**src/rtl/muldiv_pkg.sv**
```systemverilog
// Shared definitions for the iterative RV32M multiply/divide unit.
package muldiv_pkg;

  localparam int unsigned XLEN_DEF = 32;

  localparam logic [2:0] OP_MUL    = 3'b000;
  localparam logic [2:0] OP_MULH   = 3'b001;
  localparam logic [2:0] OP_MULHSU = 3'b010;
  localparam logic [2:0] OP_MULHU  = 3'b011;
  localparam logic [2:0] OP_DIV    = 3'b100;
  localparam logic [2:0] OP_DIVU   = 3'b101;
  localparam logic [2:0] OP_REM    = 3'b110;
  localparam logic [2:0] OP_REMU   = 3'b111;

  typedef enum logic [1:0] {StIdle, StRun, StFix, StDone} state_e;

endpackage

```
**src/rtl/muldiv_iter_step.sv**
```systemverilog
// One iteration of the shared datapath: shift-add multiply or restoring divide.
// {i_hi, i_lo} is the product (multiply) or {remainder, dividend/quotient} (divide).
module muldiv_iter_step
  import muldiv_pkg::*;
#(
  parameter int unsigned XLEN = XLEN_DEF
) (
  input  logic            i_is_div,
  input  logic [XLEN-1:0] i_hi,
  input  logic [XLEN-1:0] i_lo,
  input  logic [XLEN-1:0] i_opnd,
  output logic [XLEN-1:0] o_hi,
  output logic [XLEN-1:0] o_lo
);

  logic [XLEN:0] w_sum;
  logic [XLEN:0] w_shifted;
  logic [XLEN:0] w_diff;

  always_comb begin
    w_sum     = {1'b0, i_hi} + (i_lo[0] ? {1'b0, i_opnd} : '0);
    w_shifted = {i_hi, i_lo[XLEN-1]};
    w_diff    = w_shifted - {1'b0, i_opnd};
    o_hi      = w_sum[XLEN:1];
    o_lo      = {w_sum[0], i_lo[XLEN-1:1]};
    if (i_is_div) begin
      // A borrow out of the trial subtract means the divisor did not fit.
      if (!w_diff[XLEN]) begin
        o_hi = w_diff[XLEN-1:0];
        o_lo = {i_lo[XLEN-2:0], 1'b1};
      end else begin
        o_hi = w_shifted[XLEN-1:0];
        o_lo = {i_lo[XLEN-2:0], 1'b0};
      end
    end
  end

endmodule

```
**src/rtl/muldiv_unit.sv**
```systemverilog
// Iterative RV32M multiply/divide unit: magnitude iteration over XLEN cycles,
// sign fix-up in FIX, one-cycle done pulse with registered result and rd tag.
module muldiv_unit
  import muldiv_pkg::*;
#(
  parameter int unsigned XLEN = XLEN_DEF,
  parameter int unsigned RD_W = 5
) (
  input  logic            clk,
  input  logic            rst_n,
  input  logic            start,
  input  logic            flush,
  input  logic [2:0]      funct3,
  input  logic [XLEN-1:0] rs1,
  input  logic [XLEN-1:0] rs2,
  input  logic [RD_W-1:0] rd_in,
  output logic            busy,
  output logic            done,
  output logic [XLEN-1:0] result,
  output logic [RD_W-1:0] rd_out
);

  localparam int unsigned      CNT_W    = $clog2(XLEN);
  localparam logic [CNT_W-1:0] CNT_LAST = CNT_W'(XLEN - 1);

  state_e            r_state, w_state_d;
  logic [CNT_W-1:0]  r_cnt;
  logic [XLEN-1:0]   r_hi, r_lo, r_opnd, r_result;
  logic [2:0]        r_op;
  logic [RD_W-1:0]   r_rd, r_rd_out;
  logic              r_neg, r_neg_rem;

  logic              w_a_neg, w_b_neg, w_accept, w_div_zero, w_ovf, w_fast;
  logic [XLEN-1:0]   w_abs_a, w_abs_b, w_fast_res, w_fix_res;
  logic [XLEN-1:0]   w_step_hi, w_step_lo, w_quot, w_rem;
  logic [2*XLEN-1:0] w_prod;

  muldiv_iter_step #(
    .XLEN(XLEN)
  ) u_step (
    .i_is_div(r_op[2]),
    .i_hi    (r_hi),
    .i_lo    (r_lo),
    .i_opnd  (r_opnd),
    .o_hi    (w_step_hi),
    .o_lo    (w_step_lo)
  );

  // Issue-side decode: signedness, magnitudes and the short-circuit cases.
  always_comb begin
    w_a_neg    = rs1[XLEN-1] && (funct3 != OP_MULHU) && (funct3 != OP_DIVU) &&
                 (funct3 != OP_REMU);
    w_b_neg    = rs2[XLEN-1] && (funct3 inside {OP_MUL, OP_MULH, OP_DIV, OP_REM});
    w_abs_a    = w_a_neg ? -rs1 : rs1;
    w_abs_b    = w_b_neg ? -rs2 : rs2;
    w_accept   = (r_state == StIdle) && start && !flush;
    w_div_zero = funct3[2] && (rs2 == '0);
    w_ovf      = ((funct3 == OP_DIV) || (funct3 == OP_REM)) &&
                 (rs1 == {1'b1, {(XLEN-1){1'b0}}}) && (rs2 == '1);
    w_fast     = w_div_zero || w_ovf;
    w_fast_res = funct3[1] ? rs1 : '1;
    if (w_ovf) w_fast_res = funct3[1] ? '0 : rs1;
  end

  always_comb begin
    w_prod    = {r_hi, r_lo};
    if (r_neg) w_prod = -w_prod;
    w_quot    = r_neg ? -r_lo : r_lo;
    w_rem     = r_neg_rem ? -r_hi : r_hi;
    w_fix_res = w_prod[2*XLEN-1:XLEN];
    case (r_op)
      OP_MUL:           w_fix_res = w_prod[XLEN-1:0];
      OP_DIV, OP_DIVU:  w_fix_res = w_quot;
      OP_REM, OP_REMU:  w_fix_res = w_rem;
      default:          w_fix_res = w_prod[2*XLEN-1:XLEN];
    endcase
  end

  always_comb begin
    w_state_d = r_state;
    case (r_state)
      StIdle:  if (start) w_state_d = w_fast ? StDone : StRun;
      StRun:   if (r_cnt == CNT_LAST) w_state_d = StFix;
      StFix:   w_state_d = StDone;
      StDone:  w_state_d = StIdle;
      default: w_state_d = StIdle;
    endcase
    if (flush) w_state_d = StIdle;
  end

  always_ff @(posedge clk or negedge rst_n) begin
    if (!rst_n) begin
      r_state   <= StIdle;
      r_cnt     <= '0;
      r_hi      <= '0;
      r_lo      <= '0;
      r_opnd    <= '0;
      r_op      <= '0;
      r_rd      <= '0;
      r_neg     <= 1'b0;
      r_neg_rem <= 1'b0;
      r_result  <= '0;
      r_rd_out  <= '0;
    end else begin
      r_state <= w_state_d;
      if (w_accept) begin
        r_op      <= funct3;
        r_rd      <= rd_in;
        r_neg     <= w_a_neg ^ w_b_neg;
        r_neg_rem <= w_a_neg;
        r_cnt     <= '0;
        r_hi      <= '0;
        // Divide keeps the divisor in r_opnd; multiply keeps the multiplicand.
        r_opnd    <= funct3[2] ? w_abs_b : w_abs_a;
        r_lo      <= funct3[2] ? w_abs_a : w_abs_b;
        if (w_fast) begin
          r_result <= w_fast_res;
          r_rd_out <= rd_in;
        end
      end else if ((r_state == StRun) && !flush) begin
        r_hi  <= w_step_hi;
        r_lo  <= w_step_lo;
        r_cnt <= r_cnt + 1'b1;
      end else if ((r_state == StFix) && !flush) begin
        r_result <= w_fix_res;
        r_rd_out <= r_rd;
      end
    end
  end

  assign busy   = (r_state == StRun) || (r_state == StFix);
  assign done   = (r_state == StDone);
  assign result = r_result;
  assign rd_out = r_rd_out;

endmodule

```
**config.mk**
```make
export PLATFORM = sky130hd
export DESIGN_NAME = muldiv_unit
export DESIGN_NICKNAME = d
export VERILOG_FILES = /design/src/rtl/muldiv_pkg.sv /design/src/rtl/muldiv_iter_step.sv /design/src/rtl/muldiv_unit.sv
export SDC_FILE = /design/constraint.sdc
export NUM_CORES = 1
export LEC_CHECK = 0
export CAP_MARGIN = 30
export CORE_AREA = 2 2 199 201
export DETAILED_ROUTE_END_ITERATION = 10
export DIE_AREA = 0 0 201 203
export GPL_TIMING_DRIVEN = 0
export PLACE_DENSITY = 0.61
export SKIP_LAST_GASP = 1
export SYNTH_ARGS = -nofsm -noshare
export SYNTH_HDL_FRONTEND = slang
export SYNTH_SLANG_ARGS = --single-unit
export TNS_END_PERCENT = 10
```
**constraint.sdc**
```tcl
create_clock -name clk -period 4.6 [get_ports clk]
set_input_delay 0.92 -clock clk [delete_from_list [all_inputs] [get_ports clk]]
set_output_delay 0.92 -clock clk [all_outputs]
set_load 0.05 [all_outputs]
```
==> impl_metrics.env <==
export IMPL_status="finished clean"
export IMPL_rsz0062_at_grt="false"
export IMPL_synth_edf_count=0
export IMPL_fp_dieH_um=203
export IMPL_clock_skew_ns=0.0105
export IMPL_cts_max_level=4
export IMPL_drc=0
export IMPL_grt_max_degree=112
export IMPL_antenna_cells=0
export IMPL_total_power_uw=12800
export IMPL_die_w_um=201
export IMPL_setup_viol=0
export IMPL_cts_made_buffers=17
export IMPL_setup_slack_ns=0.211
export IMPL_cts_hold_buf=0
export IMPL_ios=115
export IMPL_dp_slack_ns=0.137
export IMPL_fin_crit_ns=4.39
export IMPL_yosys_cell_types_count=91
export IMPL_final_max_slew_viol_count=0
export IMPL_wl_um=68800
export IMPL_hold_viol_final=0
export IMPL_slew_headroom_pct=37.9
export IMPL_die_area_mm2=0.0408
export IMPL_p_leak_uw=0.00730
export IMPL_vias_per_cell=6.23
export IMPL_final_common_cell="nor2_1"
export IMPL_fp_coreArea_mm2=0.0385
export IMPL_cp_data_required_time_ns=4.90
export IMPL_area_delta_synth_final_pct=15.7
export IMPL_drt_pass1_iter_count=6
export IMPL_drt_iter0_markers=1982
export IMPL_layout_cells_non_filler=2709
export IMPL_ctsRootBufferMaster="clkbuf_16"
export IMPL_yosysWarnings=0
export IMPL_fillers=3931
export IMPL_multi_input_area_mm2=0.0108
export IMPL_syn_avg_cell_area_um2=7.50
export IMPL_synthesis_area_mm2=0.0153
export IMPL_seqCellArea_mm2=0.00375
export IMPL_yosysSeqAreaShare_pct=24.5
export IMPL_hold_path_class="in2async"
export IMPL_cts_sinks=150
export IMPL_dp_cells=2677
export IMPL_arrival_ns=4.69
export IMPL_layout_common_cells="nor2_1 (229), nand2_1 (212), o21ai_0 (195)"
export IMPL_cts_buffer_depth=2
export IMPL_peakVddDrop_mv=0.358
export IMPL_ys_ff_latch=150
export IMPL_worst_slew_pin_slew_ns=0.928
export IMPL_grt_overflow=0
export IMPL_syn_inst=2045
export IMPL_dp_hpwl_um=54800
export IMPL_synth_async_sr_flop_share_pct=100
export IMPL_synth_ff_type="dfrtp_1"
export IMPL_grt_pass1_vias=15800
export IMPL_cp_start_kind="flip-flop"
export IMPL_worst_setup_path_end_kind="flip-flop"
export IMPL_ant_nets=0
export IMPL_start_util_pct=39.9
export IMPL_cp_max_fo=10
export IMPL_port_buffer_count=111
export IMPL_finalCritPeriodShare_pct=95.4
export IMPL_rows=72
export IMPL_grt_usage_pct=33.2
export IMPL_cts_tree="yes"
export IMPL_num_vias=16900
export IMPL_path_class="reg2reg"
export IMPL_hold_slack_ns=0.327
export IMPL_nets=2331
export IMPL_drive_gt1_share_pct=4.84
export IMPL_fmax_ghz=0.228
export IMPL_p_per_area_mw_per_mm2=723
export IMPL_clk_pin_slew_ns=0.07
export IMPL_antenna_found_initial=2
export IMPL_avgRoutedWirePerCell_um=25.4
export IMPL_insertion_delay_ns=0.46
export IMPL_syn_nets=2198
export IMPL_grt_pass1_wl_um=101000
export IMPL_cap_violations=0
export IMPL_gp_congestion=1.05
## worst paths after layout
check / cells past startpoint / slack, ns / end / from
setup reg to reg: 14 / 0.21 / r_hi[15]$_DFFE_PN0P_ / r_lo[31]$_DFFE_PN0P_
hold / removal: 1 / 0.33 / r_rd[2]$_DFFE_PN0P_ / rst_n
min in group clk: 2 / 0.48 / r_rd[0]$_DFFE_PN0P_ / r_rd[0]$_DFFE_PN0P_
hold reg to reg: 2 / 0.48 / r_rd[0]$_DFFE_PN0P_ / r_rd[0]$_DFFE_PN0P_
setup / recovery: 14 / 0.21 / r_hi[15]$_DFFE_PN0P_ / r_lo[31]$_DFFE_PN0P_
max in group asynchronous: 2 / 3.33 / r_opnd[21]$_DFFE_PN0P_ / rst_n
## layer usage
layer	global-route usage, %	wire length (um)	vias up
met4	17.2	3630	4
met3	7.03	6500	177
met2	50.4	29700	890
met5	0	27	-
li1	-	-	7661
met1	44.4	29000	8157
## metrics by stage
step	util, %	TNS (ns)	instance area (um2)
6_report	46.1	0	17700
5_1_grt	46.1	0	17700
4_1_cts	46.1	0	17700
3_5_place_dp	44.6	0	17200
3_3_place_gp	44.4	-593.66	17100
2_1_floorplan	-	0	15300
## power breakdown
part | switching (uW) | total (uW) | internal [uW]
Sequential | 665 | 2490 | 1830
Clock | 712 | 1480 | 769
Combinational | 5680 | 8840 | 3160
## kinds of logic (layout without fill, tap and decap cells)
| family | count (synthesis) | count (layout) | share of synthesized area [%] |
|---|---|---|---|
| xor+xnor | 179 | 179 | 10.2 |
| simple gates | 664 | 664 | 20.7 |
| compound gates | 691 | 691 | 27.9 |
| buf+inv | 211 | 357 | 5.41 |
| fa+ha+maj | 77 | 77 | 6.38 |
| mux | 73 | 73 | 4.87 |
| flops | 150 | 150 | 24.5 |
## what timing repair did
action                                  4_1_cts  5_1_grt
gates resized for setup                       0        2
setup buffers                                 0        0
endpoints found under the setup margin        0        3
## layout make-up
| type | instances | area share [%] |
|---|---|---|
| plain buffers | 137 | 3.12 |
| clock buffers | 17 | 2.40 |
| clock inverters | 15 | 0.875 |
| inverters | 74 | 1.57 |
| multi-input cells | 1684 | 60.6 |
| flip-flops and latches | 150 | 21.2 |
| well taps | 518 | 3.65 |
| repair buffers | 114 | 6.58 |
## worst max-delay path, stage by stage, from the launching register on
cell      delay, ns
dfrtp_1        0.56
inv_1          0.17
ha_1           0.26
fa_1           0.39
nand2b_1       0.20
a21oi_1        0.21
o21a_1         0.22
o211ai_1       0.20
a21oi_1        0.51
o211ai_1       0.19
nand3_2        0.31
buf_4          0.29
buf_2          0.39
mux2i_1        0.22
o21ai_0        0.10
## cells in the mapped netlist (11+ instances only)
master,count,area (um2)
nor3_1,50,250
o211ai_1,57,428
o221ai_1,11,96.3
clkbuf_1,113,424
and2_1,12,75.1
buf_1,13,48.8
or3_1,11,68.8
o31ai_1,32,240
nand2_1,212,796
a211oi_1,19,143
o21ai_0,195,976
nand3_1,21,105
nand4_1,19,119
xnor2_1,92,806
dfrtp_1,150,3750
nand2b_1,20,125
a31oi_1,30,188
mux2_2,13,146
a21oi_1,192,961
nor2_1,229,860
a21o_1,33,248
ha_1,75,938
xor2_1,87,762
mux2i_1,60,601
o22ai_1,22,138
inv_1,73,274
nor2b_1,11,68.8
## registers in the layout, summed over array words and instances (netlist names)
register	flops
r_neg_rem	1
r_state	2
rd_out	5
result	32
r_lo	32
r_op	3
r_rd	5
r_neg	1
r_opnd	32
r_cnt	5
r_hi	32
Note: power is estimated with default switching activity, not from simulation.
